`config.mk`:
```
export PLATFORM = sky130hd
export DESIGN_NAME = dmem_arbiter_flat
export DESIGN_NICKNAME = d
export VERILOG_FILES = /design/src/rtl/dmem_arbiter_if.sv /design/src/rtl/dmem_arbiter.sv /design/src/flat_wrapper.sv
export SDC_FILE = /design/constraint.sdc
export NUM_CORES = 1
export LEC_CHECK = 0
export ABC_AREA = 0
export CAP_MARGIN = 5
export CORE_AREA = 2 2 116 118
export DETAILED_ROUTE_END_ITERATION = 7
export DIE_AREA = 0 0 118 120
export PLACE_DENSITY = 0.62
export REMOVE_ABC_BUFFERS = 1
export SYNTH_ARGS = -nofsm -noshare
export SYNTH_HDL_FRONTEND = slang
export SYNTH_SLANG_ARGS = --single-unit
```
`constraint.sdc`:
```
create_clock -name clk -period 3.8 [get_ports clk]
set_clock_uncertainty 0.1 [all_clocks]
set_input_delay 1.14 -clock clk [delete_from_list [all_inputs] [get_ports clk]]
set_output_delay 1.14 -clock clk [all_outputs]
set_load 0.02 [all_outputs]
```
`src/rtl/dmem_arbiter_if.sv`:
```
// Data-RAM arbiter bus: CPU MEM-stage port, loader/DMA port and single RAM port.
// slave = arbiter side, master = requesters plus RAM.
interface dmem_arbiter_if;
    logic        cpu_req;
    logic        cpu_we;
    logic [31:0] cpu_addr;
    logic [31:0] cpu_wdata;
    logic        cpu_stall;
    logic        cpu_rvalid;
    logic [31:0] cpu_rdata;

    logic        ldr_req;
    logic        ldr_we;
    logic [31:0] ldr_addr;
    logic [31:0] ldr_wdata;
    logic        ldr_gnt;
    logic        ldr_rvalid;
    logic [31:0] ldr_rdata;

    logic        mem_en;
    logic        mem_we;
    logic [29:0] mem_addr;
    logic [31:0] mem_wdata;
    logic [31:0] mem_rdata;

    logic        addr_err;

    modport slave (
        input  cpu_req, cpu_we, cpu_addr, cpu_wdata,
        output cpu_stall, cpu_rvalid, cpu_rdata,
        input  ldr_req, ldr_we, ldr_addr, ldr_wdata,
        output ldr_gnt, ldr_rvalid, ldr_rdata,
        output mem_en, mem_we, mem_addr, mem_wdata,
        input  mem_rdata,
        output addr_err
    );

    modport master (
        output cpu_req, cpu_we, cpu_addr, cpu_wdata,
        input  cpu_stall, cpu_rvalid, cpu_rdata,
        output ldr_req, ldr_we, ldr_addr, ldr_wdata,
        input  ldr_gnt, ldr_rvalid, ldr_rdata,
        input  mem_en, mem_we, mem_addr, mem_wdata,
        output mem_rdata,
        input  addr_err
    );
endinterface

```
`src/rtl/dmem_arbiter.sv`:
```
// Single-port data-RAM arbiter: CPU priority with loader anti-starvation, same-cycle grant,
// one-cycle read return steered by a registered owner tag; out-of-range accesses return 0.
module dmem_arbiter #(
    parameter int STARVE_MAX = 4,
    parameter int ADDR_WORDS = 1068
) (
    input  logic           clk,
    input  logic           reset,
    dmem_arbiter_if.slave  bus
);
    localparam int SW = (STARVE_MAX < 1) ? 1 : $clog2(STARVE_MAX + 1);

    logic [SW-1:0] starve_q, starve_d;
    logic          rd_cpu_q, rd_cpu_d;
    logic          rd_ldr_q, rd_ldr_d;
    logic          rd_zero_q, rd_zero_d;
    logic          err_q, err_d;

    logic          contested;
    logic          force_ldr;
    logic          cpu_win;
    logic          ldr_win;
    logic          any_win;
    logic          win_we;
    logic [29:0]   win_waddr;
    logic [31:0]   win_wdata;
    logic          oor;
    logic [31:0]   ret_data;

    always_comb begin
        contested = bus.cpu_req & bus.ldr_req;
        force_ldr = (starve_q == SW'(STARVE_MAX));
        cpu_win   = reset & bus.cpu_req & ~(bus.ldr_req & force_ldr);
        ldr_win   = reset & bus.ldr_req & ~cpu_win;
        any_win   = cpu_win | ldr_win;

        win_we    = 1'b0;
        win_waddr = '0;
        win_wdata = '0;
        if (cpu_win) begin
            win_we    = bus.cpu_we;
            win_waddr = bus.cpu_addr[31:2];
            win_wdata = bus.cpu_wdata;
        end else if (ldr_win) begin
            win_we    = bus.ldr_we;
            win_waddr = bus.ldr_addr[31:2];
            win_wdata = bus.ldr_wdata;
        end
        oor = any_win & (win_waddr >= 30'(ADDR_WORDS));
    end

    // Counter only runs while the loader is actually waiting behind the CPU.
    always_comb begin
        starve_d = starve_q;
        if (!reset || !bus.ldr_req || ldr_win) begin
            starve_d = '0;
        end else if (contested && cpu_win) begin
            starve_d = starve_q + SW'(1);
        end
    end

    always_comb begin
        rd_cpu_d  = reset & cpu_win & ~bus.cpu_we;
        rd_ldr_d  = reset & ldr_win & ~bus.ldr_we;
        rd_zero_d = reset & oor;
        err_d     = reset & oor;
    end

    always_ff @(posedge clk) begin
        if (!reset) begin
            starve_q  <= '0;
            rd_cpu_q  <= 1'b0;
            rd_ldr_q  <= 1'b0;
            rd_zero_q <= 1'b0;
            err_q     <= 1'b0;
        end else begin
            starve_q  <= starve_d;
            rd_cpu_q  <= rd_cpu_d;
            rd_ldr_q  <= rd_ldr_d;
            rd_zero_q <= rd_zero_d;
            err_q     <= err_d;
        end
    end

    assign bus.mem_en    = any_win;
    assign bus.mem_we    = any_win & win_we & ~oor;
    assign bus.mem_addr  = win_waddr;
    assign bus.mem_wdata = win_wdata;

    assign bus.cpu_stall = bus.cpu_req & ~cpu_win;
    assign bus.ldr_gnt   = ldr_win;

    // Gating with reset suppresses a return for a read granted just before reset.
    assign ret_data       = rd_zero_q ? 32'h0 : bus.mem_rdata;
    assign bus.cpu_rvalid = reset & rd_cpu_q;
    assign bus.ldr_rvalid = reset & rd_ldr_q;
    assign bus.cpu_rdata  = bus.cpu_rvalid ? ret_data : 32'h0;
    assign bus.ldr_rdata  = bus.ldr_rvalid ? ret_data : 32'h0;
    assign bus.addr_err   = reset & err_q;
endmodule

```
`src/flat_wrapper.sv`:
```
// flat-port wrapper written by rule: the top's interface ports become plain ports
module dmem_arbiter_flat 
#(
    parameter int STARVE_MAX = 4,
    parameter int ADDR_WORDS = 1068
)
  (clk, reset, bus_cpu_req, bus_cpu_we, bus_cpu_addr, bus_cpu_wdata, bus_cpu_stall, bus_cpu_rvalid, bus_cpu_rdata, bus_ldr_req, bus_ldr_we, bus_ldr_addr, bus_ldr_wdata, bus_ldr_gnt, bus_ldr_rvalid, bus_ldr_rdata, bus_mem_en, bus_mem_we, bus_mem_addr, bus_mem_wdata, bus_mem_rdata, bus_addr_err);
  dmem_arbiter_if bus_i ();
  input  logic clk;
  input  logic reset;
  input wire logic [$bits(bus_i.cpu_req)-1:0] bus_cpu_req;
  input wire logic [$bits(bus_i.cpu_we)-1:0] bus_cpu_we;
  input wire logic [$bits(bus_i.cpu_addr)-1:0] bus_cpu_addr;
  input wire logic [$bits(bus_i.cpu_wdata)-1:0] bus_cpu_wdata;
  output wire logic [$bits(bus_i.cpu_stall)-1:0] bus_cpu_stall;
  output wire logic [$bits(bus_i.cpu_rvalid)-1:0] bus_cpu_rvalid;
  output wire logic [$bits(bus_i.cpu_rdata)-1:0] bus_cpu_rdata;
  input wire logic [$bits(bus_i.ldr_req)-1:0] bus_ldr_req;
  input wire logic [$bits(bus_i.ldr_we)-1:0] bus_ldr_we;
  input wire logic [$bits(bus_i.ldr_addr)-1:0] bus_ldr_addr;
  input wire logic [$bits(bus_i.ldr_wdata)-1:0] bus_ldr_wdata;
  output wire logic [$bits(bus_i.ldr_gnt)-1:0] bus_ldr_gnt;
  output wire logic [$bits(bus_i.ldr_rvalid)-1:0] bus_ldr_rvalid;
  output wire logic [$bits(bus_i.ldr_rdata)-1:0] bus_ldr_rdata;
  output wire logic [$bits(bus_i.mem_en)-1:0] bus_mem_en;
  output wire logic [$bits(bus_i.mem_we)-1:0] bus_mem_we;
  output wire logic [$bits(bus_i.mem_addr)-1:0] bus_mem_addr;
  output wire logic [$bits(bus_i.mem_wdata)-1:0] bus_mem_wdata;
  input wire logic [$bits(bus_i.mem_rdata)-1:0] bus_mem_rdata;
  output wire logic [$bits(bus_i.addr_err)-1:0] bus_addr_err;
  assign bus_i.cpu_req = bus_cpu_req;
  assign bus_i.cpu_we = bus_cpu_we;
  assign bus_i.cpu_addr = bus_cpu_addr;
  assign bus_i.cpu_wdata = bus_cpu_wdata;
  assign bus_cpu_stall = bus_i.cpu_stall;
  assign bus_cpu_rvalid = bus_i.cpu_rvalid;
  assign bus_cpu_rdata = bus_i.cpu_rdata;
  assign bus_i.ldr_req = bus_ldr_req;
  assign bus_i.ldr_we = bus_ldr_we;
  assign bus_i.ldr_addr = bus_ldr_addr;
  assign bus_i.ldr_wdata = bus_ldr_wdata;
  assign bus_ldr_gnt = bus_i.ldr_gnt;
  assign bus_ldr_rvalid = bus_i.ldr_rvalid;
  assign bus_ldr_rdata = bus_i.ldr_rdata;
  assign bus_mem_en = bus_i.mem_en;
  assign bus_mem_we = bus_i.mem_we;
  assign bus_mem_addr = bus_i.mem_addr;
  assign bus_mem_wdata = bus_i.mem_wdata;
  assign bus_i.mem_rdata = bus_mem_rdata;
  assign bus_addr_err = bus_i.addr_err;
  dmem_arbiter #(.STARVE_MAX(STARVE_MAX), .ADDR_WORDS(ADDR_WORDS)) u_core (.clk(clk), .reset(reset), .bus(bus_i));
endmodule
```
## Word level (Yosys, flattened, before mapping)

Index checks and enable logic that the tools add are counted.

| word-level totals | value |
|---|---|
| register bits | 6 |
| bits of input ports | 166 |
| output and inout port bits | 133 |
| logic and storage cells | 47 |

| operators by class | value |
|---|---|
| add/sub/neg operators | 1 |
| order comparisons | 1 |
| equality and inequality tests | 1 |
| multiplexer cells | 9 |
| bitwise logic cells | 25 |
| reductions and logical operators | 6 |

Operators with widths:

| operator | number |
|---|---|
| two-way mux 32 bit | 5 |
| two-way mux 30 bit | 2 |
| greater-or-equal comparator 30 x 11 -> 1 bit, second input constant | 1 |
| AND 1 bit | 18 |
| NOT 1 bit | 6 |
| adder 3 x 1 -> 3 bit, second input constant | 1 |
| == test 3 bit, second input constant | 1 |
| zero test 1 bit | 2 |
| logical OR 1 bit | 2 |
| two-way mux 1 bit | 2 |
| OR reduction 2 bit | 1 |
| logical AND 1 bit | 1 |
| OR 1 bit | 1 |

## Logic depth before layout (Yosys ltp)

Gate-level depths: netlist of run 1.

| depth | value |
|---|---|
| depth in word-level cells | 12 |
| mapped depth | 8 |
| gate-level depth less buffers | 7 |

## Worst setup path after synthesis of run 1

No wires, ideal clock.

| path | value |
|---|---|
| path type | input to output |
| from | in bus_cpu_addr[11] |
| to | out bus_mem_we |
| data arrival time | 2.421 ns |
| required time | 2.560 ns |
| slack | 0.139 ns |
| stages | 4 |
| buffers on the path | 0 |
| path through | or4_4 a311oi_2 nand3_1 a21oi_1 |

| on the way | value |
|---|---|
| longest elaborated chain between the ends | 5 |

RTL lines:

| item | line | text |
|---|---|---|
| start: declaration | flat_wrapper.sv:13 | `input wire logic [$bits(bus_i.cpu_addr)-1:0] bus_cpu_addr;` |
| two-way mux 30 bit | dmem_arbiter.sv:40 | `if (cpu_win) begin` |
| greater-or-equal comparator 30 x 11 -> 1 bit | dmem_arbiter.sv:49 | `oor = any_win & (win_waddr >= 30'(ADDR_WORDS));` |
| AND 1 bit | dmem_arbiter.sv:49 |  |
| NOT 1 bit | dmem_arbiter.sv:86 | `assign bus.mem_we = any_win & win_we & ~oor;` |
| AND 1 bit | dmem_arbiter.sv:86 |  |
| end: declaration | flat_wrapper.sv:26 | `output wire logic [$bits(bus_i.mem_we)-1:0] bus_mem_we;` |

No other way between the ends.

## Worst setup path after layout of run 1

Ends and elaborated chain as after synthesis.

==> qor.yml, run 1 <==
status:
  status: "finished clean"
cells_and_area:
  syn2layout_area_growth_pct: 215
  fillers: 1375
  most-common-layout-cells: "sky130_fd_sc_hd__clkdlybuf4s50_1 (123), sky130_fd_sc_hd__dlygate4sd2_1 (81), sky130_fd_sc_hd__nor2_1 (67), sky130_fd_sc_hd__a22o_1 (59), sky130_fd_sc_hd__buf_4 (39)"
  layout_cell_share_with_drive_strength_beyond_1: 0.276
  final_non_filler_cell_area_um2: 5150
  most_common_library_cell_in_the_layout_ignoring_fill_and_taps: "sky130_fd_sc_hd__clkdlybuf4s50_1"
  finish.net_count: 738
  final_core_utilization: 0.397
synthesis:
  netlist.top_cell.by_area: "sky130_fd_sc_hd__a22o_1"
  synth_warnings: 0
  synth_top_cells_by_area: "sky130_fd_sc_hd__a22o_1 (32%), sky130_fd_sc_hd__nor2_1 (16%), sky130_fd_sc_hd__nand2b_1 (12%)"
  instance_count_of_the_mapped_netlist: 252
  netlist.area_leader.share: 0.316
  ys_ff_latch: 6
  synth_seq_area_share: 0.0735
  synthDistinctLibCells: 34
  synth_area_um2: 1640
  avgSynthCellArea_um2: 6.49
min_path:
  hp-class: "register to register"
routing:
  ant_nets: 0
  detail_route.iter0.violations: 117
  detail_route.drc_violations: 0
  route.final.wire_length_um: 13200
  post_drt_wl_per_cell_um: 17.7
  detail_route.first_pass.iterations: 4
  routed_via_density: 4.36
  routed-via-count: 3248
die:
  io-pin-count: 299
  die_height_um: 120
  die_x_um: 118
  initial_core_utilization: 0.126
  floorplan.die_area_um2: 14200
  placementRows: 42
  core_footprint_um2: 13000
sta:
  finalSetupViolations: 0
  finalHoldViolCount: 0
  setup_repair_after_global_routing_missed_its_margin: "true"
  post-route-min-period_ps: 3800
  final_max_slew_viols: 0
  tightestPinTransition_ps: 447
  final.setup.tns_ps: 0
  max_slew_margin: 0.702
  max_clock_freq_ghz: 0.263
  layout_worst_path_cycle_share: 1.00
  setup_ws_ps: 0.760
job:
  max-cap-violations: 0
clocking:
  numCtsBuffers: 3
  tritoncts_clock_tree: "yes"
  clock_tree.buffer_depth: 2
  clkTransAtPathRegs_ps: 30
  ctsRootBufferMaster: "sky130_fd_sc_hd__clkbuf_16"
  cts.sinks: 6
  cts.hold.buffers_added: 0
  cts_htree_levels: 1
  worst_skew_pair.late_latency_ps: 230
grt:
  grt_use_total: 0.176
  grt_overflow_total: 0
  global_route_wire_length_before_repair_um: 19200
  antenna_found_initial: 1
  grt_pass1_vias: 3285
  grt_start_max_net_pins: 34
placed_design:
  place_congestion: 0.826
  placedInstanceArea_um2: 5010
  buffer_ports.inserted: 294
  detailedPlace.worstSlack_ps: -1020
  dpl.hpwl_um: 11500
critical_path:
  endpoint_kind: "primary output"
  crit_path_kind: "input pin to primary output"
  critical-path-top-delay-family: "simple AND/OR/NAND/NOR gates"
  crit_path_cell_trace: "buf_8 -> or4_4 -> a311oi_4 -> nand3_1 -> a21oi_2 -> buf_6"
  required_ps: 2560
  max_stage_delay_ps: 550
  crit_fanout: 3
  critPathLaunchType: "input pin"
  cp.arrival_ps: 2560
  worstPathBufferInverterCount: 2
  crit_path_slowest_cell: "sky130_fd_sc_hd__or4_4"
power:
  power.switching_fraction: 0.351
  power.net_switching_mw: 0.259
  power.static_leakage_nw: 2.47
  p_per_area_nw_per_um2: 144
  clockPowerShare: 0.231
  power_frac_seq: 0.095
  ir_worst_vdd_v: 0.0000995
  comb_power_share: 0.674
  internal_power_mw: 0.480
[metrics by stage]
stage	hold WS, ps	total power, mW	cells
floorplan	317	0.237	229
global placement	324	0.581	735
detailed placement	342	0.585	735
CTS	347	0.744	742
global route	374	0.778	745
finish	350	0.740	745
[metal layers]
metal	wire (um)	track usage	part of all wire
met5	0	0	0
met4	150	0.0316	0.011
met3	1040	0.0418	0.079
met2	6900	0.340	0.52
met1	5100	0.195	0.39
[power groups by stage]
stage | combinational [mW] | sequential, mW | clock [mW]
after floorplan | 0.166 | 0.0708 | 0
after global placement | 0.510 | 0.0712 | 0
after detailed placement | 0.513 | 0.0715 | 0
after CTS | 0.499 | 0.0707 | 0.174
after global routing | 0.529 | 0.0710 | 0.178
final | 0.498 | 0.0700 | 0.171
[registers in the layout, indices dropped and copies added (netlist names)]
register and flops:
u_core.rd_cpu_q 1, u_core.rd_ldr_q 1, u_core.rd_zero_q 1, u_core.starve_q 3
[area by class of cell]
type,count,area [um^2],area share
timing repair buffer,336,3120,0.606
multi-input combinational,218,1590,0.309
tap,176,220,0.0427
sequential,6,120,0.0233
clock buffer,3,75.1,0.0146
inverter,5,18.8,0.00364
antenna,1,2.50,0.000486
[cell usage after synthesis]
cell	count
sky130_fd_sc_hd__nor2_1	69
sky130_fd_sc_hd__a22o_1	59
sky130_fd_sc_hd__nand2b_1	32
sky130_fd_sc_hd__buf_2	11
sky130_fd_sc_hd__clkbuf_1	9
sky130_fd_sc_hd__nand2_1	9
sky130_fd_sc_hd__nor4_1	8
sky130_fd_sc_hd__dfxtp_1	6
sky130_fd_sc_hd__inv_1	5
sky130_fd_sc_hd__nand3_1	4
sky130_fd_sc_hd__a21oi_1	3
sky130_fd_sc_hd__buf_6	3
sky130_fd_sc_hd__nor3_1	3
sky130_fd_sc_hd__o41ai_1	3
sky130_fd_sc_hd__a21o_1	2
sky130_fd_sc_hd__and2_1	2
sky130_fd_sc_hd__and3_1	2
sky130_fd_sc_hd__ha_1	2
sky130_fd_sc_hd__nor3b_1	2
sky130_fd_sc_hd__o21ai_0	2
sky130_fd_sc_hd__o31ai_1	2
sky130_fd_sc_hd__or2_2	2
sky130_fd_sc_hd__a21boi_4	1
sky130_fd_sc_hd__a22o_2	1
sky130_fd_sc_hd__a311oi_2	1
sky130_fd_sc_hd__nand3b_1	1
sky130_fd_sc_hd__nand4_1	1
sky130_fd_sc_hd__nor3b_2	1
sky130_fd_sc_hd__o21a_1	1
sky130_fd_sc_hd__o21bai_1	1
sky130_fd_sc_hd__o22ai_1	1
sky130_fd_sc_hd__o311ai_1	1
sky130_fd_sc_hd__or4_4	1
sky130_fd_sc_hd__xnor2_1	1
[worst paths after layout]
path,startpoint,to,slack [ps],cells after the start
min reg2reg,u_core.starve_q[0],u_core.starve_q[0],350,1
min,u_core.starve_q[0],u_core.starve_q[0],350,1
max reg2reg,u_core.starve_q[0],u_core.rd_zero_q,1860,7
max,bus_cpu_addr[11],bus_mem_we,0.8,6
[what timing repair did]
item / CTS / global route
buffers inserted: 4 / 2
pin swaps: 24 / 24
gates cloned: 0 / 0
setup endpoints to repair: 132 / 37
resized for setup: 352 / 38
[cells by family after synthesis]
| logic type | share of synthesized area |
|---|---|
| AO/OA/AOI/OAI | 0.411 |
| XOR/XNOR | 0.00536 |
| adder cells (fa/ha/maj) | 0.0153 |
| buffers and inverters | 0.0865 |
| flip-flops | 0.0735 |
| AND/OR/NAND/NOR | 0.409 |
Power figures use the tool's default switching activity.
==> run 2: changes to the inputs <==
--- a/config.mk
+++ b/config.mk
@@ -6,11 +6,11 @@
 export NUM_CORES = 1
 export LEC_CHECK = 0
 export ABC_AREA = 0
-export CAP_MARGIN = 5
+export CAP_MARGIN = 0
 export CORE_AREA = 2 2 116 118
 export DETAILED_ROUTE_END_ITERATION = 7
 export DIE_AREA = 0 0 118 120
-export PLACE_DENSITY = 0.62
+export PLACE_DENSITY = 0.64
 export REMOVE_ABC_BUFFERS = 1
 export SYNTH_ARGS = -nofsm -noshare
 export SYNTH_HDL_FRONTEND = slang
==> run 2 against run 1 <==
- the flow now finishes with violations (setup timing)
- worst setup slack got worse by 120 ps
- combinational power decreased by 3%
- die area unchanged
- wire length decreased by 6.9%
- hold slack improved by 15 ps
- critical path depth increased by 2
- clock power decreased by 2%
- final cell count decreased by 0.27%
- first-iteration DRC count decreased by 34%
- count of clock-buffer cells in the layout unchanged
- flip-flop and latch count unchanged
- cell area about the same
==> qor.yml, run 2 (same netlist as run 1, synthesis figures left out) <==
sta:
  max_clock_freq_ghz: 0.255  # -3.1%
  post-route-min-period_ps: 3920  # +121 ps
  final_max_slew_viols: 0  # unchanged
  max_slew_margin: 0.784  # +0.0821
  holdWs_ps: 365  # +14.6 ps
  setup_ws_ps: -120  # -121 ps
  layout_worst_path_cycle_share: 1.03  # +0.0318
  tightestPinTransition_ps: 322  # -125 ps
  setup_repair_after_global_routing_missed_its_margin: "true"
  finalHoldViolCount: 0  # unchanged
  finalSetupViolations: 1  # +1
critical_path:
  reg2reg_slack_ps: 1780  # -80 ps
  crit_path_slowest_cell: "sky130_fd_sc_hd__o311ai_4"
  ff_to_ff_end: "u_core.rd_zero_q"
  required_ps: 2560  # about the same
  timing.reg2reg.worst_path_depth: 8  # +1
  endpoint_kind: "primary output"
  max_stage_delay_ps: 330  # -220 ps
  crit_path_cell_trace: "dlygate4sd2_1 -> and3_4 -> buf_4 -> nor3b_4 -> a21oi_2 -> o311ai_4 -> a21oi_2 -> buf_4"
  crit_fanout: 4  # +1
  cp.arrival_ps: 2680  # +120 ps
  worstReg2RegStart: "u_core.starve_q[0]"
  critPathLaunchType: "input pin"
  crit_path_kind: "input pin to primary output"
clocking:
  cts.sinks: 6  # unchanged
  cts_htree_levels: 1  # unchanged
  numCtsBuffers: 3  # unchanged
  tritoncts_clock_tree: "yes"
  ctsRootBufferMaster: "sky130_fd_sc_hd__clkbuf_16"
  clkTransAtPathRegs_ps: 30  # about the same
  clock_tree.buffer_depth: 2  # unchanged
  worst_skew_pair.late_latency_ps: 220  # about the same
status:
  status: "finished with violations"
  violations_in_the_final_reports: "setup timing"
min_path:
  min_delay_path_depth: 1  # unchanged
  hold_path_startpoint: "u_core.starve_q[0]"
  hp-class: "register to register"
  hold_path_end: "u_core.starve_q[0]"
grt:
  grt_use_total: 0.162  # -0.0135
  antenna_found_initial: 2  # +1
  grt_overflow_total: 0  # unchanged
  grt_start_max_net_pins: 34  # unchanged
  global_route_wire_length_before_repair_um: 18200  # -5.3%
  grt_pass1_vias: 3266  # -0.58%
cells_and_area:
  syn2layout_area_growth_pct: 215  # about the same
  layout_cell_share_with_drive_strength_beyond_1: 0.234  # -0.0428
  registers.top_by_ff_count: "u_core.starve_q"
  final_core_utilization: 0.397  # about the same
  most-common-layout-cells: "sky130_fd_sc_hd__clkdlybuf4s50_1 (132), sky130_fd_sc_hd__nor2_1 (67), sky130_fd_sc_hd__a22o_1 (59), sky130_fd_sc_hd__dlygate4sd2_1 (50), sky130_fd_sc_hd__dlymetal6s2s_1 (47)"
  largest_reg_flops: 3  # unchanged
  finish.net_count: 735  # -0.41%
  final_non_filler_cell_area_um2: 5150  # about the same
  most_common_library_cell_in_the_layout_ignoring_fill_and_taps: "sky130_fd_sc_hd__clkdlybuf4s50_1"
die:
  initial_core_utilization: 0.126  # unchanged
  die_height_um: 120  # unchanged
  core_footprint_um2: 13000  # unchanged
  die_x_um: 118  # unchanged
  io-pin-count: 299  # unchanged
  floorplan.die_area_um2: 14200  # unchanged
  placementRows: 42  # unchanged
routing:
  detail_route.first_pass.iterations: 4  # unchanged
  detail_route.drc_violations: 0  # unchanged
  route.final.wire_length_um: 12300  # -6.9%
  routed_via_density: 4.33  # -0.63%
  ant_nets: 0  # unchanged
  post_drt_wl_per_cell_um: 16.5  # -6.7%
  detail_route.iter0.violations: 77  # -34%
  routed-via-count: 3219  # -0.89%
power:
  power.static_leakage_nw: 3.06  # +24%
  totalPowerFinal_mw: 0.717  # -3.0%
  p_per_area_nw_per_um2: 139  # -3.0%
  ir_worst_vdd_v: 0.0000954  # -4.1%
placed_design:
  place_congestion: 0.882  # +6.7%
  buffer_ports.inserted: 294  # unchanged
  placedInstanceArea_um2: 5000  # -0.15%
  dpl.hpwl_um: 10600  # -8.2%
job:
  max-cap-violations: 0  # unchanged
-- run 2: worst max-delay path: cells and delay by family --
family	cells	cell delay, ps
and+or+nand+nor	2	440
buffers and inverters	3	600
AOI/OAI and AO/OA	3	490
-- run 2: power by group --
| group | internal (mW) | total [mW] | switching (mW) | leakage (nW) |
|---|---|---|---|---|
| Sequential | 0.0657 | 0.0667 | 0.000979 | 0.0491 |
| Combinational | 0.270 | 0.484 | 0.214 | 2.98 |
| Clock | 0.135 | 0.167 | 0.0319 | 0.0370 |
-- run 2: worst max-delay path by stage --
stage | cells past startpoint | start | slack, ps | end
after floorplan | 5 | bus_cpu_req | -1680 | bus_mem_we
after global placement | 8 | bus_cpu_addr[11] | -810 | bus_mem_we
after detailed placement | 8 | bus_cpu_addr[11] | -700 | bus_mem_we
after CTS | 6 | bus_cpu_addr[8] | -100 | bus_mem_we
after global routing | 8 | bus_ldr_req | -200 | bus_mem_we
final | 8 | bus_ldr_req | -120 | bus_mem_we
-- run 2: cell type report --
| class | count | area, um^2 |
|---|---|---|
| well taps | 176 | 220 |
| fillers | 1346 | 7830 |
| multi-input cells | 218 | 1580 |
| flip-flops and latches | 6 | 120 |
| clock buffers | 3 | 75.1 |
| inverters | 5 | 18.8 |
| repair buffers | 333 | 3130 |
| diodes | 2 | 5.00 |
-- run 2: routing by layer --
| metal | vias to the layer above | part of all wire | GRT usage |
|---|---|---|---|
| met2 | 180 | 0.53 | 0.316 |
| met3 | 4 | 0.090 | 0.0433 |
| met5 | - | 0 | 0 |
| li1 | 1549 | - | - |
| met1 | 1486 | 0.37 | 0.178 |
| met4 | 0 | 0.0040 | 0.0248 |
-- run 2: repair_timing --
item | in CTS | in global routing
endpoints found under the setup margin | 132 | 92
gates resized for setup | 212 | 113
buffers inserted | 4 | 0
hold buffers | 0 | 0
pin swaps | 24 | 5
-- run 2: per-stage QoR --
stage	setup slack, ps	setup TNS [ps]	instances
2_1_floorplan	-1680	-92600	229
6_report	-120	-120	743
5_1_grt	-197	-241	742
4_1_cts	-97.6	-97.6	741
3_5_place_dp	-704	-48380	734
3_3_place_gp	-807	-50820	734
==> run 3: changes to the inputs <==
--- a/config.mk
+++ b/config.mk
@@ -8,6 +8,7 @@
 export ABC_AREA = 0
 export CAP_MARGIN = 0
 export CORE_AREA = 2 2 116 118
+export CTS_CLUSTER_DIAMETER = 60
 export DETAILED_ROUTE_END_ITERATION = 7
 export DIE_AREA = 0 0 118 120
 export PLACE_DENSITY = 0.64
==> results of run 3 <==
Same layout as run 2: the final DEF is identical, and so are final timing and power.
==> patch 1 (settings of run 3) <==
Register the output `bus.addr_err`; this adds one clock of latency there.
--- a/src/rtl/dmem_arbiter.sv
+++ b/src/rtl/dmem_arbiter.sv
@@ -96,6 +96,8 @@
     assign bus.ldr_rvalid = reset & rd_ldr_q;
     assign bus.cpu_rdata  = bus.cpu_rvalid ? ret_data : 32'h0;
     assign bus.ldr_rdata  = bus.ldr_rvalid ? ret_data : 32'h0;
-    assign bus.addr_err   = reset & err_q;
+    always_ff @(posedge clk) begin
+        bus.addr_err <= reset & err_q;
+    end
 endmodule
 
Function: changed (a bounded check fails within 4 cycles, from zero or initial values and one cycle with reset low).
==> patch 1 against run 3 <==
Global-route usage is 0.62 points lower; final cell count is 0.54% lower; routed wire length is 0.56% lower; power is 6.0% higher; synthesized cell count is 1.2% lower; combinational power is 4% higher; design area is 0.24% lower; maximum frequency is 3.3% higher; first-iteration DRC count is 17% lower; sequential power is 17% higher; worst setup slack better by 130 ps; synthesized area hardly changed; sequential cell count is 1 higher; die area stayed put; largest power group unchanged.
==> patch 1: results (changes against run 3) <==
| Metric | Value |
|---|---|
| Outcome | `finished, final reports clean` |
| Largest net degree at the start of global routing | `34 (unchanged)` |
| CTS clk-pin slew, worst paths | `roughly 40 ps` |
| Met2 Usage GRT | `29.83% (-1.7 points)` |
| Synth cell types | `36 (+5.9%)` |
| Initial drt markers | `64 (-17%)` |
| Synth warn | `0 (unchanged)` |
| Clock buf count | `4 (+1)` |
| Leak Pwr | `0.002480 uW (-19%)` |
| Final nets | `732 (-0.41%)` |
| DRT Pass-1 Iters | `4 (unchanged)` |
| Max reg flops | `3 (unchanged)` |
| Post-cts gate resize count | `325 (+53%)` |
| Total GRT Usage | `15.60% (-0.62 points)` |
| Worst Path Arrival | `2550 ps (-130 ps)` |
| Met3 Track Usage GR | `2.804% (-1.5 points)` |
| Uppermost layer routed | `met4` |
| Initial antenna violation count | `0 (-2)` |
| WL met1 | `4.906 mm (+7.4%)` |
| Register area share after synthesis | `8.563% (+1.2 points)` |
| CP max FO | `3 (-1)` |
| Ranking of synthesized cells by area | `a22o_1 (33%), nor2_1 (15%), nand2b_1 (13%)` |
| DR vias/cell | `4.329 (about the same)` |
| Postcts setup bufs | `3 (-1)` |
| Int Power | `488.8 uW (+3.9%)` |
| Cts bufs inserted | `3 (unchanged)` |
| Routed length per instance | `16.52 um (about the same)` |
| Seq pwr | `77.9 uW (+17%)` |
| Signal buffers | `333 (unchanged)` |
| Clk network pwr share | `23.7% (+0.5 points)` |
| Sequential Power Share | `10.2% (+0.9 points)` |
| Clock buf/inv share | `1.534% (+0.077 points)` |
| FF+latch area | `140.1 um2 (+17%)` |
| GR peak layer | `met2` |
| DR WL met2 | `6.266 mm (-4.4%)` |
| Worst Hold Class | `register to register` |
| IO buf count | `294 (unchanged)` |
| Worst-margin pin slew | `458.1 ps (+136.3 ps)` |
| Dpl hpwl | `10.35 mm (-2.3%)` |
| Share of cells above drive strength 1 | `25.04% (+1.7 points)` |
| Clock Path Buffers | `2 (unchanged)` |
| Clock net sink count | `7 (+1)` |
| Internal reg-to-reg setup slack | `1850 ps (+70 ps)` |
| Antenna Cells | `0 (-2)` |
| Final hold slack | `352.9 ps (-11.94 ps)` |
| Fraction of registers with async set/reset | `0% (unchanged)` |
| GPL Wtd Cong | `0.8650 (-1.9%)` |
| Wire length on met3 | `867 um (-22%)` |
| Count of multi-input gates | `214 (-1.8%)` |
| Vias in the first global route | `3286 (+0.61%)` |
| Multi-input gate area | `1609 um2 (+2.0%)` |
| Root Buffer | `clkbuf_16` |
| Grt total ovfl | `0 (unchanged)` |
| Met1 global-route usage | `17.92% (+0.14 points)` |
| Buffer share of cell area | `59.78% (-1.1 points)` |
| Synth cell count leaders | `nor2_1 (66), a22o_1 (61), nand2b_1 (33)` |
| Clk_lat worst skew | `between 200 and 250 ps` |
| Layout filler cell count | `1346 (unchanged)` |
| Maximum vdd drop | `0.0001038 V (+8.7%)` |
| Global-route wire length before repair | `17.77 mm (-2.4%)` |
-- patch 1: changes by cell type in the layout (fill, tap and decap cells not counted), moves of 3 or more --
cell and delta:
nor4_4 +3, buf_2 +32, dlygate4sd2_1 +11, buf_12 +3, dlymetal6s2s_1 -32, buf_6 -3, clkdlybuf4s50_1 +14, clkbuf_2 -29
-- patch 1: cells by family (layout without fill, tap and decap cells) --
logic type      count (synthesis)  after routing  synth area share (%)
compound gates                 77             77                 41.13
xor+xnor                        1              1                0.5353
fa+ha+maj                       2              2                 1.529
buf+inv                        28            342                 7.951
flops                           7              7                 8.562
simple gates                  134            134                 40.29
-- patch 1: worst max-delay path, cell delays in order --
cell and delay (ps):
buf_4 140, o41ai_4 410, nor3_4 70, o31ai_4 260, nand3_2 160, nor4_4 180
buf_4 190
-- patch 1: worst max-delay path by stage --
stage,startpoint,depth (start not counted),to,slack (ps)
detailed placement,bus_cpu_addr[25],8,bus_mem_we,-950
CTS,bus_cpu_req,8,bus_mem_we,-90
global route,bus_cpu_addr[20],7,bus_mem_we,-60
global placement,bus_cpu_addr[25],8,bus_mem_we,-960
finish,bus_cpu_addr[8],7,bus_mem_we,6
floorplan,bus_cpu_req,5,bus_mem_we,-820
-- patch 1: metrics by stage --
| step | TNS (ps) | setup WS [ps] | instance area (um2) | cells |
|---|---|---|---|---|
| 2_1_floorplan | -36070 | -817.4 | 1525 | 226 |
| 3_5_place_dp | -54660 | -948.7 | 5029 | 731 |
| 3_3_place_gp | -53700 | -955.0 | 5029 | 731 |
| 6_report | 0 | 6.445 | 5139 | 739 |
| 4_1_cts | -86.74 | -86.74 | 5089 | 739 |
| 5_1_grt | -63.87 | -63.87 | 5139 | 739 |
==> patch 2 (config.mk and constraints of run 3) <==
Without the edit above. `STARVE_MAX` is set to 4 in 2 places; all go to 2.
--- a/src/rtl/dmem_arbiter.sv
+++ b/src/rtl/dmem_arbiter.sv
@@ -1,7 +1,7 @@
 // Single-port data-RAM arbiter: CPU priority with loader anti-starvation, same-cycle grant,
 // one-cycle read return steered by a registered owner tag; out-of-range accesses return 0.
 module dmem_arbiter #(
-    parameter int STARVE_MAX = 4,
+    parameter int STARVE_MAX = 2,
     parameter int ADDR_WORDS = 1068
 ) (
     input  logic           clk,
--- a/src/flat_wrapper.sv
+++ b/src/flat_wrapper.sv
@@ -1,7 +1,7 @@
 // flat-port wrapper written by rule: the top's interface ports become plain ports
 module dmem_arbiter_flat 
 #(
-    parameter int STARVE_MAX = 4,
+    parameter int STARVE_MAX = 2,
     parameter int ADDR_WORDS = 1068
 )
   (clk, reset, bus_cpu_req, bus_cpu_we, bus_cpu_addr, bus_cpu_wdata, bus_cpu_stall, bus_cpu_rvalid, bus_cpu_rdata, bus_ldr_req, bus_ldr_we, bus_ldr_addr, bus_ldr_wdata, bus_ldr_gnt, bus_ldr_rvalid, bus_ldr_rdata, bus_mem_en, bus_mem_we, bus_mem_addr, bus_mem_wdata, bus_mem_rdata, bus_addr_err);
Behaviour: not the same (a bounded check fails within 4 cycles, from zero or initial values and one cycle with reset low).
==> patch 2 against run 3 <==
The flow still finishes with violations (setup timing); routed wire length decreased by 4.7%; register-to-register slack got worse by 450 ps; largest power group unchanged; design area is 4.1% higher; non-clock buffer count is 11 higher; worst setup slack worse by 140 ps; power increased by 1.1%; count of clock-buffer cells in the layout is 1 higher; synthesized area rose by 13%; sequential cell count is 1 lower; synthesized cell count is 38% higher.
==> patch 2: results (changes against run 3) <==
| Metric | Value |
|---|---|
| Outcome | `complete, but fails checks` |
| Primary FF master, synth | `dfxtp_1` |
| Met3 Track Usage GR | `3.470% (-0.86 points)` |
| Met2 Usage GRT | `28.27% (-3.3 points)` |
| Post-cts gate resize count | `219 (+3.3%)` |
| Failing checks | `setup timing` |
| CP startpoint | `bus_ldr_addr[26]` |
| Total GRT Usage | `15.02% (-1.2 points)` |
| Slowest CP cell | `clkdlybuf4s50_1` |
| Met1 global-route usage | `16.14% (-1.6 points)` |
| Initial antenna violation count | `0 (-2)` |
| Register area share after synthesis | `5.435% (-1.9 points)` |
| GPL Wtd Cong | `0.8762 (-0.64%)` |
| Final hold slack | `319.3 ps (-45.51 ps)` |
| R2r startpoint | `u_core.starve_q[0]` |
| Wire length on met3 | `941 um (-15%)` |
| Fraction of registers with async set/reset | `0% (unchanged)` |
| Worst Path Arrival | `2820 ps (+140 ps)` |
| Final nets | `832 (+13%)` |
| Largest net degree at the start of global routing | `37 (+8.8%)` |
| Internal reg-to-reg setup slack | `1330 ps (-450 ps)` |
| Max incr delay on CP | `600 ps (+270 ps)` |
| Worst-margin pin slew | `407.5 ps (+85.66 ps)` |
| Routed length per instance | `13.93 um (-16%)` |
| Worst Hold Class | `register to register` |
| Synth Area in Compound Gates | `15.22% (-26 points)` |
| Antenna Cells | `0 (-2)` |
| Final setup margin | `-263.8 ps (-143.6 ps)` |
| Uppermost layer routed | `met4` |
| WL met1 | `4.608 mm (+0.90%)` |
| Leak Pwr | `0.002873 uW (-6.2%)` |
| Global-route wire length before repair | `17.51 mm (-3.9%)` |
| CP max FO | `2 (-2)` |
| Dpl hpwl | `9.346 mm (-12%)` |
| Final setup vio count | `2 (+1)` |
| Hold Crit Start | `u_core.starve_q[0]` |
| Post-synthesis xor/xnor area fraction | `0% (-0.54 points)` |
| Pins Over Slew Limit | `0 (unchanged)` |
| Synth cell count leaders | `nand2_1 (112), nor2_1 (69), nand3_1 (39)` |
| Post-Synth Adder-Cell Area | `0.6793% (-0.85 points)` |
| Synth cell types | `34 (unchanged)` |
| Maximum vdd drop | `0.00009507 V (-0.40%)` |
| Initial drt markers | `103 (+34%)` |
| Max reg flops | `2 (-1)` |
| Vias in the first global route | `3659 (+12%)` |
| Vias | `3627 (+13%)` |
| Clk_lat worst skew | `about 230 ps` |
| Most flops, register | `u_core.starve_q` |
| Ranking of synthesized cells by area | `nand2_1 (23%), nor2_1 (14%), nand2b_1 (12%)` |
| DR WL met2 | `5.809 mm (-11%)` |
| Reg2Reg Depth | `12 (+4)` |
| Critical Path Sink | `bus_mem_addr[24]` |
| Share of cells above drive strength 1 | `17.92% (-5.4 points)` |
==> patch 2: cell count changes in the layout (fill, tap and decap cells not counted), sizes merged, moves of 26 or more <==
cell	delta
nand3	+35
buf	+26
a22o	-56
clkdlybuf4s50	+29
nand2	+103
dlymetal6s2s	-27
clkbuf	-31
==> patch 2: where the power goes <==
part	switching, uW	internal, uW	total [uW]
clock network	34.1	139	173
registers	0.521	54.5	55.0
logic	214	284	497
total	249	477	726
==> patch 2: final cells by class <==
cell class,instances,area (um2)
clock buffers,4,78.83
fillers,1372,7619
inverters,4,15.01
multi-input cells,307,1639
flip-flops and latches,5,100.1
well taps,176,220.2
repair buffers,344,3308
==> patch 2: through the flow <==
step	instance area (um2)	worst slack (ps)	instances	setup TNS [ps]	utilization (%)
finish	5361	-263.8	840	-485.9	41.31
global route	5361	-375.1	840	-680.5	41.31
floorplan	1644	-398.7	315	-398.7	-
detailed placement	5197	-1187	824	-73610	40.04
CTS	5423	-305.3	835	-2607	41.78
global placement	5197	-1179	824	-70760	40.04
